==> config.mk <==
export PLATFORM = sky130hd
export DESIGN_NAME = ft232h_fifo_emulator
export DESIGN_NICKNAME = d
export VERILOG_FILES = /design/src/rtl/ft232h_fifo_emulator.sv
export SDC_FILE = /design/constraint.sdc
export NUM_CORES = 1
export LEC_CHECK = 0
export CAP_MARGIN = 20
export CORE_MARGIN = 2
export CORE_UTILIZATION = 65
export CTS_BUF_LIST = sky130_fd_sc_hd__clkbuf_2 sky130_fd_sc_hd__clkbuf_4 sky130_fd_sc_hd__clkbuf_8
export DETAILED_ROUTE_END_ITERATION = 8
export PLACE_DENSITY = 0.95
export SETUP_SLACK_MARGIN = 0.05
export SLEW_MARGIN = 20
export SYNTH_ARGS = -nofsm -noshare
export SYNTH_HDL_FRONTEND = slang
export SYNTH_SLANG_ARGS = --single-unit
==> constraint.sdc <==
create_clock -name usb_clock -period 6.4 [get_ports usb_clock]
set_clock_uncertainty 0.05 [all_clocks]
set_input_delay 0.96 -clock usb_clock [delete_from_list [all_inputs] [get_ports usb_clock]]
set_output_delay 0.96 -clock usb_clock [all_outputs]
set_load 0.005 [all_outputs]
==> src/rtl/ft232h_fifo_emulator.sv <==
// Device-side model of the FT232H synchronous 245-FIFO port for loopback and self-test.
// Two first-word-fall-through byte FIFOs sit behind the host bus and a local byte source/sink.

module ft232h_fifo_emulator_fifo #(
    parameter int unsigned DEPTH = 16,
    parameter int unsigned LW    = 5
) (
    input  logic          clk,
    input  logic          rst_n,
    input  logic          push,
    input  logic [7:0]    push_data,
    input  logic          pop,
    output logic [7:0]    head,
    output logic [LW-1:0] level
);
    localparam int unsigned AW = LW - 1;

    logic [7:0]    mem [DEPTH];
    logic [AW-1:0] wr_ptr;
    logic [AW-1:0] rd_ptr;

    // Pointers wrap naturally at DEPTH; callers gate push/pop against full/empty.
    always_ff @(posedge clk or negedge rst_n) begin
        if (!rst_n) begin
            wr_ptr <= '0;
            rd_ptr <= '0;
            level  <= '0;
        end else begin
            if (push) wr_ptr <= wr_ptr + AW'(1);
            if (pop)  rd_ptr <= rd_ptr + AW'(1);
            level <= level + LW'(push) - LW'(pop);
        end
    end

    always_ff @(posedge clk) begin
        if (push) mem[wr_ptr] <= push_data;
    end

    assign head = (level == '0) ? 8'h00 : mem[rd_ptr];
endmodule

module ft232h_fifo_emulator #(
    parameter int unsigned DEPTH = 16,
    parameter int unsigned LW    = 5
) (
    input  logic          usb_clock,
    input  logic          reset_n,
    input  logic [7:0]    usb_data_in,
    output logic [7:0]    usb_data_out,
    output logic          usb_data_oe,
    input  logic          usb_oe_n,
    input  logic          usb_rd_n,
    input  logic          usb_wr_n,
    input  logic          usb_siwu,
    output logic          usb_rxf_n,
    output logic          usb_txe_n,
    input  logic [7:0]    in_data,
    input  logic          in_valid,
    output logic          in_ready,
    output logic [7:0]    out_data,
    output logic          out_valid,
    input  logic          out_ready,
    output logic [LW-1:0] rx_level,
    output logic [LW-1:0] tx_level,
    output logic          siwu_pulse,
    output logic          err_underrun,
    output logic          err_overrun,
    output logic          err_proto,
    input  logic          clear_err
);
    logic oe_q;
    logic siwu_q;
    logic rx_push;
    logic rx_pop;
    logic tx_push;
    logic tx_pop;
    logic set_underrun;
    logic set_overrun;
    logic set_proto;

    // Handshake flags decode from the registered levels.
    assign usb_rxf_n   = (rx_level == '0);
    assign usb_txe_n   = (tx_level == LW'(DEPTH));
    assign in_ready    = (rx_level < LW'(DEPTH));
    assign out_valid   = (tx_level != '0);
    assign usb_data_oe = !usb_oe_n;
    assign siwu_pulse  = siwu_q && !usb_siwu;

    // A master read needs output enable held since the previous cycle.
    assign rx_pop  = !usb_rd_n && !usb_oe_n && oe_q && !usb_rxf_n;
    assign rx_push = in_valid && in_ready;
    assign tx_push = !usb_wr_n && !usb_txe_n && usb_oe_n;
    assign tx_pop  = out_valid && out_ready;

    assign set_underrun = !usb_rd_n && usb_rxf_n;
    assign set_overrun  = !usb_wr_n && usb_txe_n;
    assign set_proto    = (!usb_rd_n && (!oe_q || usb_oe_n)) || (!usb_wr_n && !usb_oe_n);

    ft232h_fifo_emulator_fifo #(.DEPTH(DEPTH), .LW(LW)) u_rx_fifo (
        .clk       (usb_clock),
        .rst_n     (reset_n),
        .push      (rx_push),
        .push_data (in_data),
        .pop       (rx_pop),
        .head      (usb_data_out),
        .level     (rx_level)
    );

    ft232h_fifo_emulator_fifo #(.DEPTH(DEPTH), .LW(LW)) u_tx_fifo (
        .clk       (usb_clock),
        .rst_n     (reset_n),
        .push      (tx_push),
        .push_data (usb_data_in),
        .pop       (tx_pop),
        .head      (out_data),
        .level     (tx_level)
    );

    // Bus history registers and sticky errors; clear wins over a same-cycle set.
    always_ff @(posedge usb_clock or negedge reset_n) begin
        if (!reset_n) begin
            oe_q         <= 1'b0;
            siwu_q       <= 1'b1;
            err_underrun <= 1'b0;
            err_overrun  <= 1'b0;
            err_proto    <= 1'b0;
        end else begin
            oe_q   <= !usb_oe_n;
            siwu_q <= usb_siwu;
            if (clear_err) begin
                err_underrun <= 1'b0;
                err_overrun  <= 1'b0;
                err_proto    <= 1'b0;
            end else begin
                err_underrun <= err_underrun || set_underrun;
                err_overrun  <= err_overrun  || set_overrun;
                err_proto    <= err_proto    || set_proto;
            end
        end
    end
endmodule

Word-level counts from Yosys, hierarchy flattened:

Memories as Yosys holds them, arrays and structs flattened.
Index checks and enable logic that the tools add are counted.

* bits in writable memories: 256
* output and inout port bits: 35
* bits in read-only memories: 0
* input port bits: 25
* latch bits: 0
* bits in registers: 31
* memories: 2
* word-level logic and storage cells: 59

* order comparisons: 1
* bitwise operators: 0
* eq/ne operators: 1
* multiplexer cells: 9
* multipliers: 0
* reduce and logical (&&, ||, !) cells: 27
* divide/modulo/power cells: 0
* shift-type cells: 0
* add/subtract/negate cells: 8

Memory list
* u_rx_fifo.mem: depth 16, width 8, read ports 1, clocked after memory_dff 0, wr ports 1, RTL line 18 `logic [7:0] mem [DEPTH];`
* u_tx_fifo.mem: depth 16, width 8, read ports 1, clocked after memory_dff 0, wr ports 1, RTL line 18

Operator list (count)
* adder 4 x 1 -> 4 bit, second input constant: 4
* 2-to-1 mux 8 bit: 2
* logical AND 1 bit: 12
* adder 5 x 1 -> 5 bit: 2
* zero test 5 bit: 2
* subtractor 5 x 1 -> 5 bit: 2
* zero test 1 bit: 7
* 2-to-1 mux 1 bit: 7
* == test 5 bit, second input constant: 1
* logical OR 1 bit: 5
* < comparator 5 bit, second input constant: 1
* nonzero test 5 bit: 1

Logic depth before layout (Yosys ltp):

Gate-level depths: netlist (run 1).

* depth after elaboration: 6
* depth in mapped cells: 14
* depth with buffers taken out: 13

Modules after synthesis:

A second synthesis (run 1) with hierarchy kept.

* cell total of the unflattened synthesis: 646
* area, all modules: 11728.7 µm²

By module, submodules not included
* ft232h_fifo_emulator_fifo at u_rx_fifo: cells an instance 315, times used 1, area an instance 5754.3 µm²
* ft232h_fifo_emulator_fifo at u_tx_fifo: cells an instance 304, times used 1, area an instance 5729.2 µm²
* ft232h_fifo_emulator: cells an instance 27, times used 1, area an instance 245.2 µm²

Worst setup path after synthesis (run 1):

Ideal clock, no wire load.

* path kind: input to register
* from: input port out_ready
* to: register u_tx_fifo.level[4]
* required time: 6.270 ns
* buffers on the path: 1
* cell stages on the path: 11
* library setup time: 0.080 ns
* data arrival time: 2.535 ns
* setup slack: 3.735 ns
* path through: nor2b_1 > clkbuf_1 > ha_1 > inv_1 > ha_1 > inv_1 > fa_1 > inv_1 > a21oi_1 > o21bai_1 > xnor2_1

* longest elaborated chain between the ends: 2

Ends and longest elaborated chain
* from (decl): RTL line 62 `input logic out_ready,`
* logical AND 1 bit: RTL line 93 `assign tx_pop = out_valid && out_ready;`
* net tx_pop: RTL line 76 `logic tx_pop;`
* subtractor 5 x 1 -> 5 bit: RTL line 31 `level <= level + LW'(push) - LW'(pop);`
* to (signal assigned): RTL line 31
* to (decl): RTL line 14 `output logic [LW-1:0] level`

The timed path passes the listed nets, and every way through them passes these cells.
A chain may end at the register's enable or synchronous reset.

Final worst setup path (run 1):

* from: register u_tx_fifo.rd_ptr[3]
* to: output port out_data[1]

* longest elaborated chain between the ends: 2

Ends and longest elaborated chain
* from (decl): RTL line 20 `logic [AW-1:0] rd_ptr;`
* from (signal assigned): RTL line 30 `if (pop) rd_ptr <= rd_ptr + AW'(1);`
* memory (16 x 8 bit)
* 2-to-1 mux 8 bit: RTL line 39 `assign head = (level == '0) ? 8'h00 : mem[rd_ptr];`
* to (decl): RTL line 60 `output logic [7:0] out_data,`

Every way passes these cells.

==> reports/summary.log, run 1 <==
INFO  outcome        run_status=finished clean
INFO  floorplanning  core=17800µm²
INFO  critical_path  worstReg2RegEnd=u_tx_fifo.level[4]
INFO  critical_path  worst_r2r_startpoint=u_tx_fifo.level[2]
INFO  synthesis      post_synth_instance_area=11700µm²
INFO  synthesis      synth_largest_type_area_fraction=65.8%
INFO  global_routing grt_first_pass_wirelength=34.7mm
INFO  placement      io_buffers=59
INFO  timing         final_period_minus_worst_setup_slack=4.22ns
INFO  power_and_ir_drop power.static_leakage=4.61nW
INFO  timing         relSlewSlack=19.9%
INFO  timing         rsz0062_at_grt=no
INFO  detailed_routing drtIter0Drc=562
INFO  clock_tree     worst_skew_pair.late_latency=0.55ns
INFO  synthesis      synth_top_flop_cell=sky130_fd_sc_hd__edfxtp_1
INFO  critical_path  worst_setup_path_start_kind=flop
INFO  critical_path  worstPathRequired=5.39ns
INFO  critical_path  cp-end-kind=primary output
INFO  floorplanning  num_rows=49
INFO  global_routing grt_pass1_vias=6227
INFO  synthesis      mappedNetlistNets=645
INFO  critical_path  worst-endpoint-arrival=3.21ns
INFO  timing         final_max_slew_viol_count=0
INFO  global_routing grt_max_degree=38
INFO  cells_and_area post_layout_nonfiller_instances=940
INFO  timing         fin_worst_hold_slack=0.474ns
INFO  synthesis      synth.area.top_cells=sky130_fd_sc_hd__edfxtp_1, sky130_fd_sc_hd__mux4_2, sky130_fd_sc_hd__dfrtp_1, sky130_fd_sc_hd__mux4_1, sky130_fd_sc_hd__ha_1
INFO  critical_path  worst_setup_path_startpoint=u_tx_fifo.rd_ptr[3]
INFO  timing         tightestPinTransition=1.19ns
INFO  placement      post-place-cells=862
INFO  timing         hold_violations=0
INFO  global_routing gr-total-overflow=0
INFO  placement      place_congestion=0.788
INFO  clock_tree     path_clk_slew=0.06ns
INFO  detailed_routing route.vias.total=5833
INFO  clock_tree     cts_post_setup_buffers_inserted=0
INFO  global_routing number_of_antenna_violations_at_the_first_check_in_global_routing=0
INFO  clock_tree     cts_root_buf=sky130_fd_sc_hd__clkbuf_8
INFO  synthesis      synth-edff-count=256
INFO  synthesis      syn-instance-count=596
INFO  synthesis      async_flop_share=10.8%
INFO  timing         tns=0ns
INFO  clock_tree     clockBufferDepth=3
INFO  critical_path  reg2regPathDepth=13
INFO  cells_and_area num-nets-final=727
INFO  detailed_routing drc=0
INFO  power_and_ir_drop max-vdd-ir-drop=0.339mV
INFO  timing         maxClockFrequency=0.237GHz
INFO  synthesis      post-synth-top-count-cell=sky130_fd_sc_hd__edfxtp_1
INFO  synthesis      synth_top_cell_by_area=sky130_fd_sc_hd__edfxtp_1
INFO  synthesis      synthDistinctLibCells=44
INFO  detailed_routing drt_first_pass_iters=5
INFO  clock_tree     cts.hold.buffers_added=0
INFO  placement      detailed_place_hpwl=14.7mm
INFO  synthesis      yosys-top-cells-count=sky130_fd_sc_hd__edfxtp_1, sky130_fd_sc_hd__mux4_2, sky130_fd_sc_hd__dfrtp_1
INFO  detailed_routing finalWirelength=22.5mm
INFO  detailed_routing route.detailed.wl_per_inst=24.0µm
INFO  job            max_cap_viol_count=0
INFO  clock_tree     cts.htree.levels=2
INFO  floorplanning  floorplan.initialDensity=65.7%
INFO  synthesis      synth.ff_latch_count=287
INFO  detailed_routing viasPerCell=6.21
INFO  synthesis      synth-warning-count=0
INFO  floorplanning  chipWidth=138µm
INFO  clock_tree     clock_sinks=287
INFO  timing         finalSetupViolCount=0
INFO  critical_path  path_class=flop to primary output
INFO  timing         layout_worst_path_cycle_share=65.9%
INFO  floorplanning  die_footprint=19100µm²
INFO  worst_hold_path worstHoldPathCells=2
INFO  cells_and_area diodes_inserted=0
INFO  clock_tree     ctsResizeCount=0
INFO  synthesis      syn_area_per_cell=19.6µm²
INFO  detailed_routing drt.antenna.violating_nets=0
INFO  global_routing groute.usage.overall=24.0%
INFO  synthesis      synth-seq-area-share=72.4%
INFO  floorplanning  die_h=138µm
INFO  cells_and_area synthToLayoutAreaGrowth=14.4%
INFO  critical_path  ff2ff_setup_slack=3.17ns
INFO  power_and_ir_drop power_density_over_the_cells=431nW/µm²
INFO  floorplanning  io_pins=60
INFO  worst_hold_path worst_hold_path_type=flop to flop
INFO  worst_hold_path hold_path_end=err_overrun
INFO  clock_tree     cts_tree=yes
INFO  cells_and_area drive_above_1_share=19.7%
INFO  worst_hold_path timing.hold.worst.start=err_overrun
INFO  critical_path  critPathMaxFanout=25
INFO  clock_tree     cts_buffers=43
flip-flops by register name (all words and copies together), names as in the netlist, 4 cells and up:
| signal | cells |
|---|---|
| u_tx_fifo.wr_ptr | 4 |
| u_rx_fifo.wr_ptr | 4 |
| u_tx_fifo.level | 5 |
| u_rx_fifo.rd_ptr | 4 |
| u_tx_fifo.mem | 128 |
| u_rx_fifo.mem | 128 |
| u_rx_fifo.level | 5 |
| u_tx_fifo.rd_ptr | 4 |
layer usage:
metal / wire, µm / track usage (%)
met1: 8270 / 29.6
met2: 12300 / 42.8
met3: 1310 / 4.54
met4: 615 / 8.81
met5: 0 / 0
worst max-delay path by stage:
stage          cells after the start  slack, ns             endpoint
2_1_floorplan                     11       3.73   u_tx_fifo.level[4]
3_3_place_gp                       5       2.85          out_data[1]
3_5_place_dp                       5       2.70  u_tx_fifo.mem[3][7]
4_1_cts                            5       2.14          out_data[1]
5_1_grt                            5       2.07          out_data[1]
6_report                           5       2.18          out_data[1]
worst max-delay path, cell delays in order (launching register included):
cell and delay [ns]:
sky130_fd_sc_hd__dfrtp_1 1.07, sky130_fd_sc_hd__mux4_1 0.44, sky130_fd_sc_hd__nor2b_1 0.15, sky130_fd_sc_hd__a211oi_1 0.41, sky130_fd_sc_hd__a211oi_1 0.12, sky130_fd_sc_hd__clkdlybuf4s50_1 0.49
area by class of cell:
class,instances,area (µm²)
well taps,229,287
clock buffers,58,717
inverters,25,93.8
multi-input cells,257,2980
fillers,914,4400
clock inverters,20,209
repair buffers,64,628
flip-flops and latches,287,8470
where the power goes:
group / internal (mW) / total, mW / switching, mW
registers: 2.23 / 2.41 / 0.185
logic: 0.937 / 1.78 / 0.846
clock network: 0.899 / 1.57 / 0.671
total: 4.07 / 5.77 / 1.70
layout by cell type, fill, tap and decap left out, types with 6 or more instances in the layout:
cell,synthesis,final
sky130_fd_sc_hd__edfxtp_1,256,256
sky130_fd_sc_hd__clkdlybuf4s50_1,0,59
sky130_fd_sc_hd__mux4_2,50,50
sky130_fd_sc_hd__clkbuf_8,0,45
sky130_fd_sc_hd__dfrtp_1,30,29
sky130_fd_sc_hd__inv_1,24,24
sky130_fd_sc_hd__ha_1,22,22
sky130_fd_sc_hd__mux2i_1,20,20
sky130_fd_sc_hd__nor2_1,19,19
sky130_fd_sc_hd__a211oi_1,17,17
sky130_fd_sc_hd__and2_1,16,16
sky130_fd_sc_hd__xnor2_1,14,14
sky130_fd_sc_hd__clkbuf_4,0,13
sky130_fd_sc_hd__mux4_1,12,12
sky130_fd_sc_hd__nand2_1,12,12
sky130_fd_sc_hd__nor2b_1,11,11
sky130_fd_sc_hd__o21ai_0,9,9
sky130_fd_sc_hd__a21oi_1,8,8
sky130_fd_sc_hd__clkinv_2,0,8
sky130_fd_sc_hd__xor2_1,6,6
sky130_fd_sc_hd__a22oi_1,6,6
kinds of logic after synthesis:
group                    synth area share [%]
AO/OA/AOI/OAI                            2.47
XOR/XNOR                                 1.50
adder cells (fa/ha/maj)                  2.70
buffers and inverters                    2.24
flip-flops                               72.4
multiplexers                             14.2
AND/OR/NAND/NOR                          4.45
stage by stage:
stage	util, %	area [µm²]	setup WS (ns)	total power [mW]
2_1_floorplan	-	11700	3.73	3.61
3_3_place_gp	70.0	12400	2.85	4.11
3_5_place_dp	70.0	12400	2.70	4.22
4_1_cts	75.2	13400	2.14	5.80
5_1_grt	75.2	13400	2.07	6.02
6_report	75.2	13400	2.18	5.77
(Power assumes the default switching activity.)
==> inputs of run 2 (changes only) <==
--- a/config.mk
+++ b/config.mk
@@ -7,10 +7,10 @@
 export LEC_CHECK = 0
 export CAP_MARGIN = 20
 export CORE_MARGIN = 2
-export CORE_UTILIZATION = 65
+export CORE_UTILIZATION = 56
 export CTS_BUF_LIST = sky130_fd_sc_hd__clkbuf_2 sky130_fd_sc_hd__clkbuf_4 sky130_fd_sc_hd__clkbuf_8
 export DETAILED_ROUTE_END_ITERATION = 8
-export PLACE_DENSITY = 0.95
+export PLACE_DENSITY = 0.89
 export SETUP_SLACK_MARGIN = 0.05
 export SLEW_MARGIN = 20
 export SYNTH_ARGS = -nofsm -noshare
==> constraint.sdc (replaced) <==
create_clock -name usb_clock -period 3.68 [get_ports usb_clock]
set_clock_uncertainty 0.05 [all_clocks]
set_input_delay 0.552 -clock usb_clock [delete_from_list [all_inputs] [get_ports usb_clock]]
set_output_delay 0.552 -clock usb_clock [all_outputs]
set_load 0.005 [all_outputs]
==> run 2 against run 1 <==
Net effect:
- global-route usage shrank 2.0 points
- worst setup slack lost 2.0 ns
- cell area grew 1.6%
- critical path depth is the same
- total power grew 74%
- clock power grew 68%
- highest routed layer unchanged
==> reports/summary.log, run 2 (synthesis gave the netlist of run 1 again) <==
INFO  floorplanning  die_footprint=22000µm²
INFO  timing         final_period_minus_worst_setup_slack=3.46ns
INFO  clock_tree     worst_skew_pair.late_latency=0.54ns
INFO  critical_path  reg2regPathDepth=14
INFO  detailed_routing drc=0
INFO  critical_path  critical_path_buf_inv_count=2
INFO  critical_path  worst_setup_path_start_kind=flop
INFO  cells_and_area num-nets-final=753
INFO  worst_hold_path worst_hold_path_type=primary input to flop
INFO  critical_path  critPathMaxFanout=13
INFO  worst_hold_path worstHoldPathCells=1
INFO  global_routing grt_pass1_vias=6337
INFO  power_and_ir_drop power_density_over_the_cells=738nW/µm²
INFO  detailed_routing route.detailed.wl_per_inst=23.0µm
INFO  placement      detailed_place_hpwl=14.4mm
INFO  cells_and_area postLayoutCoreUtil=66.7%
INFO  timing         maxClockFrequency=0.289GHz
INFO  detailed_routing route.vias.total=6017
INFO  floorplanning  chipWidth=148µm
INFO  detailed_routing drt.antenna.violating_nets=0
INFO  timing         tns=0ns
INFO  critical_path  critPathTopFamily=buffers and inverters
INFO  critical_path  largest_stage_delay_on_the_critical_path=0.60ns
INFO  critical_path  worst-endpoint-arrival=2.86ns
INFO  detailed_routing drt_first_pass_iters=5
INFO  critical_path  critical_path.slowest_cell=sky130_fd_sc_hd__mux4_1
INFO  cells_and_area drive_above_1_share=22.1%
INFO  global_routing gr-total-overflow=0
INFO  floorplanning  core=20400µm²
INFO  cells_and_area top_regs=u_rx_fifo.mem x128, u_tx_fifo.mem x128
INFO  cells_and_area synthToLayoutAreaGrowth=16.2%
INFO  floorplanning  num_rows=52
INFO  timing         fin_worst_hold_slack=0.401ns
INFO  critical_path  ordered_cell_list_for_the_critical_path=buf_4 > mux4_1 > a211oi_1 > a211oi_1 > clkdlybuf4s50_1
INFO  detailed_routing drtIter0Drc=593
INFO  clock_tree     clockBufferDepth=3
INFO  critical_path  timing.critical_path.mode_cell=sky130_fd_sc_hd__a211oi_1
INFO  timing         final_max_slew_viol_count=0
INFO  global_routing groute.usage.overall=22.0%
INFO  cells_and_area diodes_inserted=0
INFO  timing         finalSetupViolCount=0
INFO  global_routing grt_max_degree=36
INFO  critical_path  worstPathRequired=3.08ns
INFO  clock_tree     cts_buffers=44
INFO  timing         layout_worst_path_cycle_share=94.1%
INFO  timing         setup_ws=0.219ns
INFO  power_and_ir_drop power.static_leakage=4.72nW
INFO  detailed_routing finalWirelength=23.2mm
INFO  critical_path  worst-path-stages=5
INFO  cells_and_area mostFrequentLayoutCell=sky130_fd_sc_hd__edfxtp_1
INFO  timing         hold_violations=0
INFO  critical_path  path_class=flop to primary output
INFO  floorplanning  floorplan.initialDensity=57.4%
INFO  critical_path  cp-end-kind=primary output
INFO  detailed_routing viasPerCell=5.96
INFO  placement      io_buffers=59
INFO  timing         tightestPinTransition=0.811ns
INFO  global_routing number_of_antenna_violations_at_the_first_check_in_global_routing=0
INFO  clock_tree     clock_sinks=287
INFO  job            max_cap_viol_count=0
INFO  cells_and_area most_used_cells_in_the_layout_excluding_fill_and_tap_cells=sky130_fd_sc_hd__edfxtp_1, sky130_fd_sc_hd__clkdlybuf4s50_1, sky130_fd_sc_hd__mux4_2
INFO  floorplanning  io_pins=60
INFO  clock_tree     cts_tree=yes
INFO  clock_tree     path_clk_slew=0.07ns
INFO  timing         rsz0062_at_grt=no
INFO  clock_tree     cts_root_buf=sky130_fd_sc_hd__clkbuf_8
INFO  placement      post-place-cells=923
INFO  clock_tree     cts.htree.levels=2
INFO  power_and_ir_drop max-vdd-ir-drop=0.505mV
INFO  timing         relSlewSlack=45.7%
INFO  global_routing grt_first_pass_wirelength=36.1mm
INFO  outcome        run_status=finished clean
INFO  placement      place_ws=0.584ns
INFO  cells_and_area post_layout_nonfiller_instances=1009
INFO  floorplanning  die_h=148µm
INFO  placement      place_congestion=0.772
run 2: cell count changes in the layout (fill, tap and decap cells not counted), moves of 2 or more:
cell	before	now
sky130_fd_sc_hd__buf_4	5	27
sky130_fd_sc_hd__bufinv_16	4	2
sky130_fd_sc_hd__clkinv_1	5	10
sky130_fd_sc_hd__clkinv_2	8	6
sky130_fd_sc_hd__inv_6	0	2
sky130_fd_sc_hd__inv_8	2	0
run 2: final timing paths:
| check | startpoint | end | slack [ns] |
|---|---|---|---|
| worst max register to register | u_tx_fifo.level[2] | u_tx_fifo.level[4] | 0.73 |
| worst max-delay path | u_tx_fifo.rd_ptr[1] | out_data[1] | 0.22 |
| min in group asynchronous | reset_n | u_tx_fifo.level[2] | 0.48 |
| worst min register to register | err_underrun | err_underrun | 0.46 |
| max in group asynchronous | reset_n | u_tx_fifo.wr_ptr[2] | 2.58 |
| worst min-delay path | usb_siwu | siwu_q | 0.40 |
run 2: final cells by class:
cell class | instances | area (µm²)
clock buffers | 59 | 724
clock inverters | 22 | 160
fillers | 1207 | 6780
inverters | 25 | 93.8
multi-input cells | 257 | 2970
flip-flops and latches | 287 | 8470
well taps | 270 | 338
repair buffers | 89 | 830
run 2: layer usage:
layer  GRT usage (%)  vias up  routed length, µm
met1            30.3     3058               9130
met3            4.20       62               1860
li1                -     2597                  -
met2            35.9      300              11500
met4            7.71        0                722
met5               0        -                  0
run 2: report_power, final:
group	switching [mW]	internal (mW)
clock	1.19	1.43
combinational	1.40	1.69
sequential	0.433	3.88
total	3.02	7.01
run 2: what timing repair did:
action                                  CTS  global route
setup buffers                             4             0
pin swaps                                 0             0
endpoints found under the hold margin     0            20
hold buffers                              0             1
gates resized for setup                   3             2
endpoints found under the setup margin    9             6
run 2: stage by stage:
stage	total power, mW	area, µm²
global route	10.5	13600
finish	10.0	13600
floorplan	6.27	11700
detailed placement	7.42	12700
CTS	10.1	13600
global placement	7.25	12700
